File: src/rtl/nn_pkg.sv
// nn_pkg: shared constants and FSM state encoding for the shared-MAC 4-8-1
// network sequencer.
//   N_IN/N_HID          : network shape (inputs per hidden neuron, hidden neurons)
//   W_W/HID_W/ACC_W     : weight, hidden-value and output-accumulator widths
//   ADDR_W              : weight ROM address width
//   HID_BASE/OUT_BASE   : ROM base addresses of hidden and output weight blocks
package nn_pkg;
  localparam int N_IN     = 4;
  localparam int N_HID    = 8;
  localparam int W_W      = 4;
  localparam int HID_W    = 10;
  localparam int ACC_W    = 23;
  localparam int ADDR_W   = 6;
  localparam int HID_BASE = 0;
  localparam int OUT_BASE = N_HID * N_IN;

  typedef enum logic [2:0] {
    S_IDLE  = 3'd0,
    S_HID   = 3'd1,
    S_OUT   = 3'd2,
    S_DRAIN = 3'd3,
    S_DONE  = 3'd4
  } state_t;
endpackage

File: src/rtl/nn_mac_unit.sv
// nn_mac_unit: the single shared multiply-accumulate lane.
//   clk_i, rst_i  : clock, synchronous active-high reset
//   clr_i         : clear accumulator (new inference)
//   step_i        : consume one product this cycle
//   flush_i       : this product closes a sum; accumulator restarts at 0
//   out_mode_i    : 0 = hidden pass (x ? w : 0), 1 = output pass (hid * w)
//   x_bit_i       : input bit gating the hidden-pass weight
//   hid_i         : hidden value for the output pass
//   w_i           : weight from ROM
//   sum_o         : acc + product (ACC_W, upper bits truncated)
//   hid_sum_o     : acc + product saturated to HID_W
module nn_mac_unit #(
  parameter int W_W   = nn_pkg::W_W,
  parameter int HID_W = nn_pkg::HID_W,
  parameter int ACC_W = nn_pkg::ACC_W
) (
  input  logic             clk_i,
  input  logic             rst_i,
  input  logic             clr_i,
  input  logic             step_i,
  input  logic             flush_i,
  input  logic             out_mode_i,
  input  logic             x_bit_i,
  input  logic [HID_W-1:0] hid_i,
  input  logic [W_W-1:0]   w_i,
  output logic [ACC_W-1:0] sum_o,
  output logic [HID_W-1:0] hid_sum_o
);
  localparam int PROD_W = HID_W + W_W;
  localparam logic [ACC_W:0] HID_MAX = (ACC_W+1)'((64'd1 << HID_W) - 64'd1);

  logic [ACC_W-1:0]  acc_q;
  logic [PROD_W-1:0] prod;
  logic [ACC_W:0]    wide;

  always_comb begin
    prod = '0;
    if (out_mode_i)   prod = PROD_W'(hid_i) * PROD_W'(w_i);
    else if (x_bit_i) prod = PROD_W'(w_i);
    // one spare bit so the hidden saturation compare sees any carry
    wide      = {1'b0, acc_q} + (ACC_W+1)'(prod);
    sum_o     = wide[ACC_W-1:0];
    hid_sum_o = (wide > HID_MAX) ? {HID_W{1'b1}} : wide[HID_W-1:0];
  end

  always_ff @(posedge clk_i) begin
    if (rst_i)       acc_q <= '0;
    else if (clr_i)  acc_q <= '0;
    else if (step_i) acc_q <= flush_i ? '0 : sum_o;
  end
endmodule

File: src/rtl/nn_mac_sequencer.sv
// nn_mac_sequencer: time-multiplexed 4-8-1 network. Walks the weight ROM
// (hidden block then output block), feeding one shared MAC lane.
//   clk_i, rst_i : clock, synchronous active-high reset
//   en_i         : advance enable (0 = full stall, ROM reads suppressed)
//   start_i, x_i : start request and input vector, taken only in IDLE
//   w_addr_o, w_ren_o, w_rdata_i : synchronous ROM port, 1-cycle latency
//   busy_o, done_o, result_o, state_o : status and result
module nn_mac_sequencer #(
  parameter int N_IN   = nn_pkg::N_IN,
  parameter int N_HID  = nn_pkg::N_HID,
  parameter int W_W    = nn_pkg::W_W,
  parameter int HID_W  = nn_pkg::HID_W,
  parameter int ACC_W  = nn_pkg::ACC_W,
  parameter int ADDR_W = nn_pkg::ADDR_W
) (
  input  logic              clk_i,
  input  logic              rst_i,
  input  logic              en_i,
  input  logic              start_i,
  input  logic [N_IN-1:0]   x_i,
  output logic [ADDR_W-1:0] w_addr_o,
  output logic              w_ren_o,
  input  logic [W_W-1:0]    w_rdata_i,
  output logic              busy_o,
  output logic              done_o,
  output logic [ACC_W-1:0]  result_o,
  output logic [2:0]        state_o
);
  import nn_pkg::*;

  localparam int I_W = (N_HID > 1) ? $clog2(N_HID) : 1;
  localparam int J_W = (N_IN  > 1) ? $clog2(N_IN)  : 1;

  // Travels alongside each ROM read so the returning datum knows its role.
  typedef struct packed {
    logic           vld;
    logic           out;   // output-pass term
    logic           last;  // closes a hidden sum / the output sum
    logic [I_W-1:0] idx;   // neuron index (hidden write / hidden read)
    logic           xb;    // input bit for hidden-pass terms
  } rom_tag_t;

  state_t                        state_q, state_d;
  logic [ADDR_W-1:0]             addr_q;
  logic [I_W-1:0]                i_q;
  logic [J_W-1:0]                j_q;
  logic [N_IN-1:0]               x_q;
  rom_tag_t                      tag_q;
  logic [N_HID-1:0][HID_W-1:0]   hid_q;
  logic [ACC_W-1:0]              result_q;
  logic                          accept, j_last, i_last;
  logic [ACC_W-1:0]              sum;
  logic [HID_W-1:0]              hid_sum;

  assign accept = (state_q == S_IDLE) && start_i && en_i;
  assign j_last = (j_q == J_W'(N_IN - 1));
  assign i_last = (i_q == I_W'(N_HID - 1));

  always_comb begin
    state_d = state_q;
    busy_o  = 1'b0;
    done_o  = 1'b0;
    w_ren_o = 1'b0;
    case (state_q)
      S_IDLE:  if (en_i && start_i) state_d = S_HID;
      S_HID: begin
        busy_o  = 1'b1;
        w_ren_o = en_i;
        if (en_i && i_last && j_last) state_d = S_OUT;
      end
      S_OUT: begin
        busy_o  = 1'b1;
        w_ren_o = en_i;
        if (en_i && i_last) state_d = S_DRAIN;
      end
      S_DRAIN: begin
        busy_o = 1'b1;
        if (en_i) state_d = S_DONE;
      end
      S_DONE: begin
        done_o = en_i;
        if (en_i) state_d = S_IDLE;
      end
      default: state_d = S_IDLE;
    endcase
  end

  always_ff @(posedge clk_i) begin
    if (rst_i) state_q <= S_IDLE;
    else       state_q <= state_d;
  end

  always_ff @(posedge clk_i) begin
    if (rst_i) begin
      addr_q   <= '0;
      i_q      <= '0;
      j_q      <= '0;
      x_q      <= '0;
      tag_q    <= '0;
      hid_q    <= '0;
      result_q <= '0;
    end else if (en_i) begin
      tag_q <= '0;
      case (state_q)
        S_IDLE: if (start_i) begin
          x_q      <= x_i;
          result_q <= '0;
          addr_q   <= ADDR_W'(HID_BASE);
          i_q      <= '0;
          j_q      <= '0;
        end
        S_HID: begin
          tag_q <= '{vld: 1'b1, out: 1'b0, last: j_last, idx: i_q, xb: x_q[j_q]};
          if (i_last && j_last) begin
            addr_q <= ADDR_W'(OUT_BASE);
            i_q    <= '0;
            j_q    <= '0;
          end else begin
            addr_q <= addr_q + ADDR_W'(1);
            if (j_last) begin
              j_q <= '0;
              i_q <= i_q + I_W'(1);
            end else begin
              j_q <= j_q + J_W'(1);
            end
          end
        end
        S_OUT: begin
          tag_q <= '{vld: 1'b1, out: 1'b1, last: i_last, idx: i_q, xb: 1'b0};
          if (i_last) begin
            addr_q <= '0;
            i_q    <= '0;
          end else begin
            addr_q <= addr_q + ADDR_W'(1);
            i_q    <= i_q + I_W'(1);
          end
        end
        default: ;
      endcase
      // Returning datum closes a sum: commit it. hid[N_HID-1] lands in the
      // first OUT cycle, well before the output pass reads it.
      if (tag_q.vld && tag_q.last) begin
        if (tag_q.out) result_q           <= sum;
        else           hid_q[tag_q.idx]   <= hid_sum;
      end
    end
  end

  nn_mac_unit #(.W_W(W_W), .HID_W(HID_W), .ACC_W(ACC_W)) u_mac (
    .clk_i      (clk_i),
    .rst_i      (rst_i),
    .clr_i      (accept),
    .step_i     (en_i && tag_q.vld),
    .flush_i    (tag_q.last),
    .out_mode_i (tag_q.out),
    .x_bit_i    (tag_q.xb),
    .hid_i      (hid_q[tag_q.idx]),
    .w_i        (w_rdata_i),
    .sum_o      (sum),
    .hid_sum_o  (hid_sum)
  );

  assign w_addr_o = addr_q;
  assign result_o = result_q;
  assign state_o  = state_q;
endmodule

File: config.mk
export PLATFORM = sky130hd
export DESIGN_NAME = nn_mac_sequencer
export DESIGN_NICKNAME = d
export VERILOG_FILES = /design/src/rtl/nn_pkg.sv /design/src/rtl/nn_mac_unit.sv /design/src/rtl/nn_mac_sequencer.sv
export SDC_FILE = /design/constraint.sdc
export NUM_CORES = 1
export LEC_CHECK = 0
export CORE_AREA = 2 2 181 183
export CTS_CLUSTER_SIZE = 24
export DETAILED_ROUTE_END_ITERATION = 8
export DIE_AREA = 0 0 183 185
export REMOVE_ABC_BUFFERS = 1
export SLEW_MARGIN = 20
export SYNTH_ARGS = -nofsm -noshare
export SYNTH_HDL_FRONTEND = slang
export SYNTH_SLANG_ARGS = --single-unit
File: constraint.sdc
create_clock -name clk_i -period 9.5 [get_ports clk_i]
set_input_delay 1.425 -clock clk_i [delete_from_list [all_inputs] [get_ports clk_i]]
set_output_delay 1.425 -clock clk_i [all_outputs]
set_load 0.05 [all_outputs]
# Yosys cells after proc, flatten, opt, wreduce, memory -nomap -nowiden
# Cells that the tools add are included.
[word_totals]
register_bits = 151
out_inout_bits = 35
elab_cells = 102
[classes]
addsub = 4
mul = 1
magnitude_cmp = 4
n_eq_ne = 13
mux = 38
bitwise = 1
n_reduce_logical = 21
[op_table]
columns = ["op", "n"]
rows = [
  ["23-bit 2-to-1 mux", 5],
  ["80-bit bitwise mux", 1],
  ["10-bit binary-select mux with 3-bit select", 1],
  ["10-bit demux with 3-bit select", 1],
  ["10-bit 2-to-1 mux", 3],
  ["3-bit 2-to-1 mux", 9],
  ["23-bit by 14-bit adder with 24-bit output", 1],
  ["24-bit by 10-bit greater-than comparator with 1-bit output, second input constant", 1],
  ["6-bit 2-to-1 mux", 3],
  ["6-bit case mux with 3 select lines", 1],
  ["3-bit case mux with 5 select lines", 1],
  ["10-bit by 4-bit multiplier with 14-bit output", 1],
  ["14-bit 2-to-1 mux", 1],
  ["7-bit case mux with 2 select lines", 1],
  ["3-bit AND reduction", 4],
  ["2-bit != test, second input constant", 5],
  ["1-bit logical AND", 9],
  ["3-bit case mux with 3 select lines", 1],
  ["6-bit by 1-bit adder with 6-bit output, second input constant", 1],
  ["3-bit by 2-bit == test with 1-bit output, second input constant", 2],
  ["3-bit == test, second input constant", 2],
  ["2-bit 2-to-1 mux", 3],
  ["5-bit AND reduction", 1],
  ["3-bit by 4-bit < comparator with 1-bit output, second input constant", 1],
  ["19 further kinds", 23],
]

# Depth between registers and ports, before layout
[logic_depth]
word_depth = 8
mapped_depth = 30

# Modules after synthesis
# From an unflattened synthesis, not the netlist that was laid out.
[hier_totals]
cells_unflattened = 1043
hier_area_um2 = 9039.9
[modules_own_cells]
columns = ["mod", "instances", "cells_each", "area_each_um2"]
rows = [
  ["nn_mac_sequencer", 1, 599, 5642.9],
  ["nn_mac_unit", 1, 444, 3397.0],
]

# Worst setup path before layout
# OpenSTA, ideal clock, no wires.
[synth_timing]
kind = "register to register"
startpoint = "register tag_q[2] in the netlist's numbering"
endpoint = "register hid_q[0] in the netlist's numbering"
setup_time_ns = 0.145
t_arrival_ns = 7.097
required_time_ns = 9.355
slack_ns = 2.258
stages_incl_launch_ff = 28
n_path_buf = 4
synth_period_minus_slack_ns = 7.242
path_cell_list = "dfxtp_1 -> clkbuf_1 -> buf_1 -> buf_1 -> mux4_2 -> mux2i_1 -> nand2b_1 -> fa_1 -> fa_1 -> inv_1 -> fa_1 -> a21o_1 -> a21oi_1 -> o21bai_1 -> a2111oi_0 -> nor3_1 -> xor2_1 -> and2_1 -> ha_1 -> a41oi_1 -> o21ai_1 -> a22oi_1 -> a21oi_1 -> xor2_1 -> a211o_1 -> nor4_4 -> buf_6 -> a41oi_1"
[synth_between]
elab_chain_len = 8
word_cells_on_any_way = 13
cone_classes = "add/sub: 1; mul: 1; order compare: 3; mux: 7; reduce/logical: 1"
[synth_lines]
columns = ["element", "line", "text"]
rows = [
  ["start, declared", "nn_mac_sequencer.sv:48", "rom_tag_t tag_q;"],
  ["start signal, assigned", "nn_mac_sequencer.sv:113", "tag_q <= '{vld: 1'b1, out: 1'b0, last: j_last, idx: i_q, xb: x_q[j_q]};"],
  ["start signal, assigned", "nn_mac_sequencer.sv:129", "tag_q <= '{vld: 1'b1, out: 1'b1, last: i_last, idx: i_q, xb: 1'b0};"],
  ["10-bit binary-select mux with 3-bit select", "nn_mac_sequencer.sv:157", ".hid_i (hid_q[tag_q.idx]),"],
  ["10-bit 2-to-1 mux (implied by the code)", "nn_mac_sequencer.sv:157", ""],
  ["10-bit by 4-bit multiplier with 14-bit output", "nn_mac_unit.sv:38", "if (out_mode_i) prod = PROD_W'(hid_i) * PROD_W'(w_i);"],
  ["14-bit 2-to-1 mux", "nn_mac_unit.sv:38", ""],
  ["23-bit by 14-bit adder with 24-bit output", "nn_mac_unit.sv:41", "wide = {1'b0, acc_q} + (ACC_W+1)'(prod);"],
  ["24-bit by 10-bit greater-than comparator with 1-bit output", "nn_mac_unit.sv:43", "hid_sum_o = (wide > HID_MAX) ? {HID_W{1'b1}} : wide[HID_W-1:0];"],
  ["10-bit 2-to-1 mux", "nn_mac_unit.sv:43", ""],
  ["80-bit bitwise mux *", "nn_mac_sequencer.sv:144", "else hid_q[tag_q.idx] <= hid_sum;"],
  ["end signal, assigned by index", "nn_mac_sequencer.sv:144", ""],
  ["end, declared", "nn_mac_sequencer.sv:49", "logic [N_HID-1:0][HID_W-1:0] hid_q;"],
]
# Mark *: on every way between the ends. The rest lies on a longest branch, timed or not. The select of a mux whose other input is x is not followed.
# A chain may end at the register's enable or synchronous reset.

# Worst setup path after layout
[layout_timing]
startpoint = "register tag_q[1] in the netlist's numbering"
endpoint = "register hid_q[45] in the netlist's numbering"
# Same word-level chain as after synthesis.

==> run summary <==
Outcome: completed
Power Density: 136 mW/mm²
Met2 Usage GRT: 23.7%
GPL Wtd Cong: 0.860
CP delay by family, top: compound AO/OA/AOI/OAI gates
Mean post-synth cell area: 8.94 µm²
Overall Power: 1.39 mW
Antenna fix cells: 0
Crit path launch type: register
Tot GR Track Use: 14.7%
Hold WC Path Type: register to register
Top FF cell, synth: dfxtp_1
Clock Skew: 0.0161 ns
CP max-delay cell: dfxtp_1
DRC viols: 0
Skew-Pair Late Insertion Delay: 0.44 ns
CTS buffer count: 17
Post-synth EDFFs: 0
Clk slew on worst S/H paths: 0.07 ns
Synth top area share: 34.2%
Initial drt markers: 516
Crit-path max cell delay: 0.86 ns
Count leader, synth: dfxtp_1
Tcrit/Tclk final: 83.9%
Max Root-Sink Buffers: 2
Via Count: 7573
Clock Root Buffer: clkbuf_16
Die X: 183 µm
Vias/cell: 5.37
Top cells by count, synth: dfxtp_1 (151), nor2_1 (118), o21bai_1 (82)
Post_cts resized: 0
WP data arrival: 8.22 ns
Slew at the pin closest to its max-slew limit: 1.15 ns
Post-route cell area: 0.0102 mm²
Max Slew Vio Count: 0
CP Buf/Inv Count: 3
Util after Layout: 32.0%
CP max FO: 80
Yosys Warn Count: 0
Synth area leader: dfxtp_1
Max capacitance violation total: 0
Count of different cell masters after synthesis: 60
Post-route ant nets: 0
Vias in the first global route: 7553
Post-DR wirelength/cell: 17.0 µm
Hold wc startpoint: u_mac.acc_q[22]
Synthesized cell area: 0.00884 mm²
Total wire length: 24000 µm
Final Hold Fails: 0
CP Launch Point: tag_q[1]
Rows: 66
Synth top area cells: dfxtp_1 (34%), a41oi_1 (7.4%), o21bai_1 (7.0%)
P_leak: 4.17 nW
Setup TNS: 0 ns
Clk sinks: 151
Initial Utilization: 27.6%
Setup bufs post-CTS: 0
Layout cells sized above 1: 8.38%
Hold-fix buffers, CTS: 0
Most Crowded Layer GR: met2
Area of the multi-input gates: 0.00540 mm²
Layout fillers: 3315
Final HPWL DP: 15600 µm
IO Port Bufs: 46
Cells after synthesis: 989
P&R area growth vs syn: 15.8%
Max Clock Freq: 126 MHz
Pre-CTS WS: 1.52 ns
Worst Setup Path Type: register to register
Largest net degree at the start of global routing: 108
Dpl cell area: 0.00961 mm²
Placeable Area: 0.0320 mm²
Die area: 0.0339 mm²
Final setup violation count: 0
Max IR drop VDD: 0.000125 V
Worst endpoint required time: 9.76 ns
Async SR Flop Fraction: 0%
Grt met1 use: 20.0%
FF+latch area: 0.00302 mm²
Setup crit end kind: register
RR Startpoint: tag_q[1]
Chip Height: 185 µm
Rel. slew slack: 22.5%
Seq cells post-synth: 151
First-pass GRT wire length: 40000 µm
Unrepaired setup endpoints after global routing: false
Pre-antenna DRT Iters: 5
H-tree depth: 4
Met3 Use GR: 2.63%
Crit path top cell by count: fa_1
IO Count: 47
Aggregate global routing overflow: 0
CTS tree: done
Flop-to-flop setup slack: 1.53 ns
Antenna violations before repair: 0
Register area share after synthesis: 34.2%
Tmin final: 7.97 ns
Fin nets: 1054
Final setup margin: 1.53 ns
[kinds of logic after synthesis]
| group | Yosys count | synth area share [%] |
|---|---|---|
| compound gates | 334 | 28.6 |
| simple gates | 278 | 14.9 |
| flops | 151 | 34.2 |
| buf+inv | 110 | 5.36 |
| fa+ha+maj | 53 | 8.94 |
| xor+xnor | 36 | 3.57 |
| mux | 27 | 4.50 |
[sequential cells by signal, indices dropped and copies added (netlist names)]
name and flops:
state_o 3, result_o 23, tag_q 7, hid_q 80
w_addr_o 6, i_q 3, j_q 2, u_mac.acc_q 23
x_q 4
[final cells by class]
cell class              count  share of cell area (%)
multi-input cells         728                    52.7
clock inverters            13                    1.58
flip-flops and latches    151                    29.5
clock buffers              19                    4.33
repair buffers             60                    5.74
well taps                 408                    4.99
inverters                  31                    1.14
[placed cells by master, fill, tap and decap left out, types with 15 or more instances in the layout]
master,instances
clkbuf_16,17
clkdlybuf4s50_1,45
mux2i_1,15
ha_1,36
a22oi_1,28
nand2_1,45
and2_1,25
xnor2_1,17
xor2_1,17
o21bai_1,82
nand3_1,18
nor2b_1,27
a21oi_1,56
fa_1,17
inv_1,29
a41oi_1,75
o21ai_0,20
nor2_1,114
dfxtp_1,151
[where the power goes]
| part | internal [mW] | switching [mW] |
|---|---|---|
| sequential | 0.635 | 0.00259 |
| clock | 0.403 | 0.299 |
| combinational | 0.0195 | 0.0320 |
| total | 1.06 | 0.334 |
[stage by stage]
step / std cells / hold slack [ns]
3_5_place_dp: 1378 / 0.461
3_3_place_gp: 1378 / 0.457
4_1_cts: 1410 / 0.471
2_1_floorplan: 910 / 0.441
5_1_grt: 1410 / 0.496
6_report: 1410 / 0.465
[worst reg2reg max path, delay by kind of cell, from the launching register on]
family                     cells  cell delay (ns)
AOI/OAI and AO/OA             12             2.92
adders and majority gates      4             1.80
and+or+nand+nor                5             1.07
DFF                            1             0.86
buffers and inverters          3             0.78
xor gates and xnor gates       2             0.35
[path summary, 6_finish.rpt]
kind	to	cells after the start
setup / recovery	hid_q[45]	26
hold / removal	u_mac.acc_q[22]	2
setup reg to reg	hid_q[45]	26
hold reg to reg	u_mac.acc_q[22]	2
[routing by layer]
metal  vias to the layer above  wire length (µm)
met2                       153             10900
met4                         0               348
met1                      3743             11900
li1                       3648                 -
met3                        29               916
met5                         -                 0
Power figures use the tool's default switching activity.
